`config.mk`:
```
export PLATFORM = sky130hd
export DESIGN_NAME = pmc_matrix_shift_sequencer_flat
export DESIGN_NICKNAME = d
export VERILOG_FILES = /design/src/rtl/pmc_matrix_shift_sequencer_if.sv /design/src/rtl/pmc_matrix_shift_sequencer.sv /design/src/flat_wrapper.sv
export SDC_FILE = /design/constraint.sdc
export NUM_CORES = 1
export LEC_CHECK = 0
export ABC_AREA = 1
export BUFFER_PORTS_ARGS = -buffer_cell sky130_fd_sc_hd__buf_2
export CAP_MARGIN = 20
export CORE_ASPECT_RATIO = 1.4
export CORE_UTILIZATION = 45
export CTS_CLUSTER_SIZE = 24
export DETAILED_ROUTE_END_ITERATION = 10
export PLACE_DENSITY = 0.77
export SYNTH_ARGS = -nofsm -noshare
export SYNTH_HDL_FRONTEND = slang
export SYNTH_SLANG_ARGS = --single-unit
```
`constraint.sdc`:
```
create_clock -name clk -period 2.35 [get_ports clk]
set_input_delay 0.47 -clock clk [delete_from_list [all_inputs] [get_ports clk]]
set_output_delay 0.47 -clock clk [all_outputs]
set_load 0.1 [all_outputs]
```
`src/rtl/pmc_matrix_shift_sequencer_if.sv`:
```
// Command/status bundle between the PMC register block (master) and the
// matrix shift sequencer (slave), including the matrix-side serial lines.
interface pmc_matrix_shift_sequencer_if #(
    parameter int DATA_W = 32,
    parameter int DIV_W  = 8
);
    logic              start;
    logic              abort;
    logic [DATA_W-1:0] din_a;
    logic [DATA_W-1:0] din_b;
    logic [5:0]        bit_cnt;
    logic [DIV_W-1:0]  half_period;
    logic [DIV_W-1:0]  strobe_len;
    logic              busy;
    logic              done;
    logic              clk_sh;
    logic              sh_a;
    logic              sh_b;
    logic              strobe;

    modport master (
        output start, abort, din_a, din_b, bit_cnt, half_period, strobe_len,
        input  busy, done, clk_sh, sh_a, sh_b, strobe
    );

    modport slave (
        input  start, abort, din_a, din_b, bit_cnt, half_period, strobe_len,
        output busy, done, clk_sh, sh_a, sh_b, strobe
    );
endinterface

```
`src/rtl/pmc_matrix_shift_sequencer.sv`:
```
// Shifts up to DATA_W bits onto sh_a/sh_b with programmable clk_sh timing, then strobes.
// Define PMC_SEQ_MSB_FIRST_EN to shift MSB-first instead of the default LSB-first.
module pmc_matrix_shift_sequencer #(
    parameter int DATA_W = 32,
    parameter int DIV_W  = 8
) (
    input  logic                          clk,
    input  logic                          rst_n,
    pmc_matrix_shift_sequencer_if.slave   bus
);

    typedef enum logic [1:0] {
        IDLE   = 2'd0,
        LOW    = 2'd1,
        HIGH   = 2'd2,
        STROBE = 2'd3
    } state_e;

    state_e            state_q, state_d;
    logic [DIV_W-1:0]  cnt_q, cnt_d;
    logic [DIV_W-1:0]  h_q, h_d;
    logic [DIV_W-1:0]  s_q, s_d;
    logic [5:0]        bits_q, bits_d;
    logic [DATA_W-1:0] sra_q, sra_d;
    logic [DATA_W-1:0] srb_q, srb_d;
    logic              done_q, done_d;

    logic [DIV_W-1:0]  h_eff, s_eff;
    logic [5:0]        bit_eff;
    logic [DATA_W-1:0] load_a, load_b;
    logic [DATA_W-1:0] shift_a, shift_b;
    logic              cur_a, cur_b;

    assign h_eff   = (bus.half_period == '0) ? DIV_W'(1) : bus.half_period;
    assign s_eff   = (bus.strobe_len == '0) ? DIV_W'(1) : bus.strobe_len;
    assign bit_eff = (bus.bit_cnt > 6'(DATA_W)) ? 6'(DATA_W) : bus.bit_cnt;

`ifdef PMC_SEQ_MSB_FIRST_EN
    // Pre-align so bit (bit_cnt-1) sits at the MSB; the register then shifts left.
    assign load_a  = bus.din_a << (6'(DATA_W) - bit_eff);
    assign load_b  = bus.din_b << (6'(DATA_W) - bit_eff);
    assign cur_a   = sra_q[DATA_W-1];
    assign cur_b   = srb_q[DATA_W-1];
    assign shift_a = {sra_q[DATA_W-2:0], 1'b0};
    assign shift_b = {srb_q[DATA_W-2:0], 1'b0};
`else
    assign load_a  = bus.din_a;
    assign load_b  = bus.din_b;
    assign cur_a   = sra_q[0];
    assign cur_b   = srb_q[0];
    assign shift_a = {1'b0, sra_q[DATA_W-1:1]};
    assign shift_b = {1'b0, srb_q[DATA_W-1:1]};
`endif

    // NOTE: every signal gets a default before the case, so no path can infer a latch.
    always_comb begin
        state_d = state_q;
        cnt_d   = cnt_q;
        h_d     = h_q;
        s_d     = s_q;
        bits_d  = bits_q;
        sra_d   = sra_q;
        srb_d   = srb_q;
        done_d  = 1'b0;

        unique case (state_q)
            IDLE: begin
                if (bus.start && !bus.abort) begin
                    h_d    = h_eff;
                    s_d    = s_eff;
                    bits_d = bit_eff;
                    sra_d  = load_a;
                    srb_d  = load_b;
                    if (bit_eff != '0) begin
                        state_d = LOW;
                        cnt_d   = h_eff - DIV_W'(1);
                    end else begin
                        state_d = STROBE;
                        cnt_d   = s_eff - DIV_W'(1);
                    end
                end
            end
            LOW: begin
                if (cnt_q == '0) begin
                    state_d = HIGH;
                    cnt_d   = h_q - DIV_W'(1);
                end else begin
                    cnt_d = cnt_q - DIV_W'(1);
                end
            end
            HIGH: begin
                if (cnt_q == '0) begin
                    sra_d  = shift_a;
                    srb_d  = shift_b;
                    bits_d = bits_q - 6'd1;
                    if (bits_q == 6'd1) begin
                        state_d = STROBE;
                        cnt_d   = s_q - DIV_W'(1);
                    end else begin
                        state_d = LOW;
                        cnt_d   = h_q - DIV_W'(1);
                    end
                end else begin
                    cnt_d = cnt_q - DIV_W'(1);
                end
            end
            STROBE: begin
                if (cnt_q == '0) begin
                    state_d = IDLE;
                    done_d  = 1'b1;
                end else begin
                    cnt_d = cnt_q - DIV_W'(1);
                end
            end
            default: state_d = IDLE;
        endcase

        // Cancel beats any in-flight transition and suppresses the done pulse.
        if (bus.abort && (state_q != IDLE)) begin
            state_d = IDLE;
            cnt_d   = '0;
            bits_d  = '0;
            sra_d   = '0;
            srb_d   = '0;
            done_d  = 1'b0;
        end
    end

    // NOTE: state registers use non-blocking assignments so all flops update together.
    always_ff @(posedge clk or negedge rst_n) begin
        if (!rst_n) begin
            state_q <= IDLE;
            cnt_q   <= '0;
            h_q     <= '0;
            s_q     <= '0;
            bits_q  <= '0;
            sra_q   <= '0;
            srb_q   <= '0;
            done_q  <= 1'b0;
        end else begin
            state_q <= state_d;
            cnt_q   <= cnt_d;
            h_q     <= h_d;
            s_q     <= s_d;
            bits_q  <= bits_d;
            sra_q   <= sra_d;
            srb_q   <= srb_d;
            done_q  <= done_d;
        end
    end

    // Outputs decode straight from registers, so async reset clears them immediately.
    assign bus.busy   = (state_q != IDLE);
    assign bus.done   = done_q;
    assign bus.clk_sh = (state_q == HIGH);
    assign bus.strobe = (state_q == STROBE);
    assign bus.sh_a   = ((state_q == LOW) || (state_q == HIGH)) ? cur_a : 1'b0;
    assign bus.sh_b   = ((state_q == LOW) || (state_q == HIGH)) ? cur_b : 1'b0;

endmodule

```
`src/flat_wrapper.sv`:
```
// flat-port wrapper written by rule: the top's interface ports become plain ports
module pmc_matrix_shift_sequencer_flat 
#(
    parameter int DATA_W = 32,
    parameter int DIV_W  = 8
)
  (clk, rst_n, bus_start, bus_abort, bus_din_a, bus_din_b, bus_bit_cnt, bus_half_period, bus_strobe_len, bus_busy, bus_done, bus_clk_sh, bus_sh_a, bus_sh_b, bus_strobe);
  pmc_matrix_shift_sequencer_if #(.DATA_W(DATA_W), .DIV_W(DIV_W)) bus_i ();
  input  logic clk;
  input  logic rst_n;
  input wire logic [$bits(bus_i.start)-1:0] bus_start;
  input wire logic [$bits(bus_i.abort)-1:0] bus_abort;
  input wire logic [$bits(bus_i.din_a)-1:0] bus_din_a;
  input wire logic [$bits(bus_i.din_b)-1:0] bus_din_b;
  input wire logic [$bits(bus_i.bit_cnt)-1:0] bus_bit_cnt;
  input wire logic [$bits(bus_i.half_period)-1:0] bus_half_period;
  input wire logic [$bits(bus_i.strobe_len)-1:0] bus_strobe_len;
  output wire logic [$bits(bus_i.busy)-1:0] bus_busy;
  output wire logic [$bits(bus_i.done)-1:0] bus_done;
  output wire logic [$bits(bus_i.clk_sh)-1:0] bus_clk_sh;
  output wire logic [$bits(bus_i.sh_a)-1:0] bus_sh_a;
  output wire logic [$bits(bus_i.sh_b)-1:0] bus_sh_b;
  output wire logic [$bits(bus_i.strobe)-1:0] bus_strobe;
  assign bus_i.start = bus_start;
  assign bus_i.abort = bus_abort;
  assign bus_i.din_a = bus_din_a;
  assign bus_i.din_b = bus_din_b;
  assign bus_i.bit_cnt = bus_bit_cnt;
  assign bus_i.half_period = bus_half_period;
  assign bus_i.strobe_len = bus_strobe_len;
  assign bus_busy = bus_i.busy;
  assign bus_done = bus_i.done;
  assign bus_clk_sh = bus_i.clk_sh;
  assign bus_sh_a = bus_i.sh_a;
  assign bus_sh_b = bus_i.sh_b;
  assign bus_strobe = bus_i.strobe;
  pmc_matrix_shift_sequencer #(.DATA_W(DATA_W), .DIV_W(DIV_W)) u_core (.clk(clk), .rst_n(rst_n), .bus(bus_i));
endmodule
```
==> impl_metrics.ini <==
[status]
status = finished with violations
violations = DRC

[logic_synthesis]
ys_seq_area_frac = 0.419
synth_top_family_by_area = simple AND/OR/NAND/NOR gates
syn_area_per_cell_um2 = 7.37
ys_warn_count = 0
yosysTopAreaCellShare = 0.419
synth_mux_area_frac = 0
yosys.area.top_type = dfrtp_1
netlist_area_um2 = 5790
syn_nets = 886
yosys.area_share.simple = 0.273
synth_xor_area_frac = 0.0166
synth.distinct_cells = 32
yosys-top-cells-area = dfrtp_1 (42%), nand2_1 (13%), o21ai_0 (8.3%)
synth_compound_area_frac = 0.185
yosys.area_share.adder = 0.0216
synthCells = 786
synth_seq_cells = 97

[detailed_routing]
dr.pass1.iters = 8
routed_wl_mm = 14.3
vias_per_cell = 5.39
num_vias = 5490
drtAntennaViolNets = 0
drc = 4
wl_per_cell_um = 14.0
drt_iter0_markers = 274

[power_and_ir_drop]
powerDensity_nw_per_um2 = 1320
ir_drop_mv = 0.638
leakage_nw = 3.31
total_power_mw = 8.85

[placed_design]
place.gp.congestion = 0.884
dp_hpwl_mm = 10.0
port_buffers = 95

[timing]
fmax_mhz = 464
hold_viol = 0
timing_worst_slew_pin_value_ns = 0.590
skew_ns = 0.00710
final-setup-viol-count = 0
fin_crit_ns = 2.16
fin_crit_sh = 0.918
rsz0062_at_grt = no
fin_tns_setup_ns = 0
slew_headroom = 0.607
drv_slew = 0

[grt]
antenna_found_initial = 0
grt_usage = 0.224
overflow = 0
grt_pass1_wl_mm = 23.9
grt_pass1_vias = 5136
grt_start_max_net_pins = 98

[clock_tree]
clkLatencyLatePin_ns = 0.35
cts_buffers = 9
post_cts_buffers = 0
cts_resized = 0
cts.clk_slew.worst_paths_ns = 0.07
htreeDepth = 3
cts-root-buf = clkbuf_16
holdBufCountCts = 0
cts_tree = yes
clockBufferDepth = 2
clock-sinks = 97

[layout]
nets = 964
drive_above_1_share = 0.173
areaGrowthSynthToFinish_pct = 15.9
antenna_cells = 0

[floorplan]
dieArea_um2 = 13300
initial_utilization = 0.466
core_um2 = 12400
die_h_um = 136
placementRows = 48
io_pins = 96
die_w_um = 97.9

[critical_path]
path_buf_inv = 3
critPathMaxStageDelay_ns = 0.42
critical_path_arrival_ns = 1.69
worstSetupStartpointType = flip-flop
critPathRequiredTime_ns = 1.88
cp_cell_sequence = inv_1 > ha_1 > nand2_1 > inv_1 > buf_2
end_kind = primary output
cp_common_cell = inv_1
crit_slowest_cell = buf_2
cp_max_fo = 3
crit_type = reg -> out
cpLargestDelayFamily = buffers and inverters

[job]
cap_violations = 0

[hold_path]
hold_path.class = in -> async
## cell usage in the layout, fill, tap and decap left out, types with 5 or more instances in the layout
| cell | n |
|---|---|
| a21oi_1 | 10 |
| buf_12 | 7 |
| buf_2 | 92 |
| buf_4 | 10 |
| clkbuf_16 | 9 |
| dfrtp_1 | 97 |
| ha_1 | 9 |
| inv_1 | 64 |
| nand2_1 | 193 |
| nand2_2 | 6 |
| nand3_1 | 56 |
| nand4_1 | 9 |
| nor2_1 | 98 |
| nor2_2 | 6 |
| o21ai_0 | 96 |
| o31ai_1 | 63 |
| xnor2_1 | 5 |
| xor2_1 | 6 |
## state kept, by name (all words and copies together) (netlist names)
name             count
u_core.s_q           8
u_core.sra_q        32
u_core.h_q           8
u_core.state_q       2
u_core.bits_q        6
u_core.srb_q        32
u_core.bus.done      1
u_core.cnt_q         8
## power breakdown
part | internal [mW] | switching, mW | total [mW]
clock network | 0.726 | 0.688 | 1.41
logic | 1.58 | 2.89 | 4.47
registers | 2.45 | 0.515 | 2.97
## stage by stage
stage | cell area, um^2 | std cells | utilization | hold slack (ns) | setup WS (ns)
final | 6710 | 1019 | 0.540 | 0.154 | 0.193
after global routing | 6710 | 1019 | 0.540 | 0.194 | 0.0448
after CTS | 6710 | 1019 | 0.540 | 0.197 | 0.175
after detailed placement | 6430 | 1003 | 0.518 | 0.468 | 0.147
after global placement | 6430 | 1003 | 0.518 | 0.464 | 0.208
after floorplan | 5790 | 786 | - | 0.174 | 0.247
## routing by layer
metal,global-route usage,part of all wire
met5,0,0
met4,0.104,0.032
met3,0.0355,0.045
met2,0.374,0.49
met1,0.285,0.44
## synth_stat cells
library cell and count:
ha_1 10, nand3_1 56, nand2_1 193, or2_2 1
o21a_1 1, nor3_1 3, o21ai_1 4, nand2_4 1
nand2_2 6, o31ai_1 63, buf_1 6, buf_2 12
clkinv_2 1, o211ai_1 1, dfrtp_1 97, o22ai_1 3
a21oi_1 10, clkbuf_1 16, xor2_1 6, o311ai_0 1
xnor2_1 5, nand4_1 9, nor2_1 98, o21ai_0 96
o21bai_1 1, nand3_2 1, buf_6 7, nor2_4 3
inv_1 65, inv_2 3, nor2_2 6, buf_4 1
## worst paths after layout
kind / slack [ns] / end / depth (start not counted) / start
setup / recovery: 0.19 / bus_sh_b / 5 / u_core.state_q[0]
hold / removal: 0.15 / u_core.h_q[4] / 2 / rst_n
setup reg to reg: 0.23 / u_core.cnt_q[1] / 11 / u_core.state_q[0]
hold reg to reg: 0.49 / u_core.sra_q[17] / 2 / u_core.sra_q[17]
max in group asynchronous: 1.77 / u_core.sra_q[9] / 2 / rst_n
min in group clk: 0.34 / u_core.h_q[6] / 3 / bus_half_period[6]
## area by class of cell
class / count / area, um^2
fill: 1179 / 5720
multi-input combinational: 578 / 2880
sequential: 97 / 2430
timing repair buffer: 109 / 676
inverter: 69 / 260
clock buffer: 9 / 225
tap: 150 / 188
clock inverter: 7 / 52.6
## worst reg2reg max path: stages (launching register included)
cell,delay [ns]
dfrtp_1,0.40
inv_1,0.11
ha_2,0.23
inv_2,0.05
buf_4,0.19
nor2_1,0.38
inv_1,0.14
o22ai_1,0.28
nand2_1,0.08
nand3_1,0.08
nand2_1,0.06
nand2_1,0.05
## cells by family after synthesis
group | Yosys count
and+or+nand+nor | 377
AOI/OAI and AO/OA | 180
buffers and inverters | 111
DFF | 97
xor gates and xnor gates | 11
adders and majority gates | 10
Note: power is estimated with default switching activity, not from simulation.
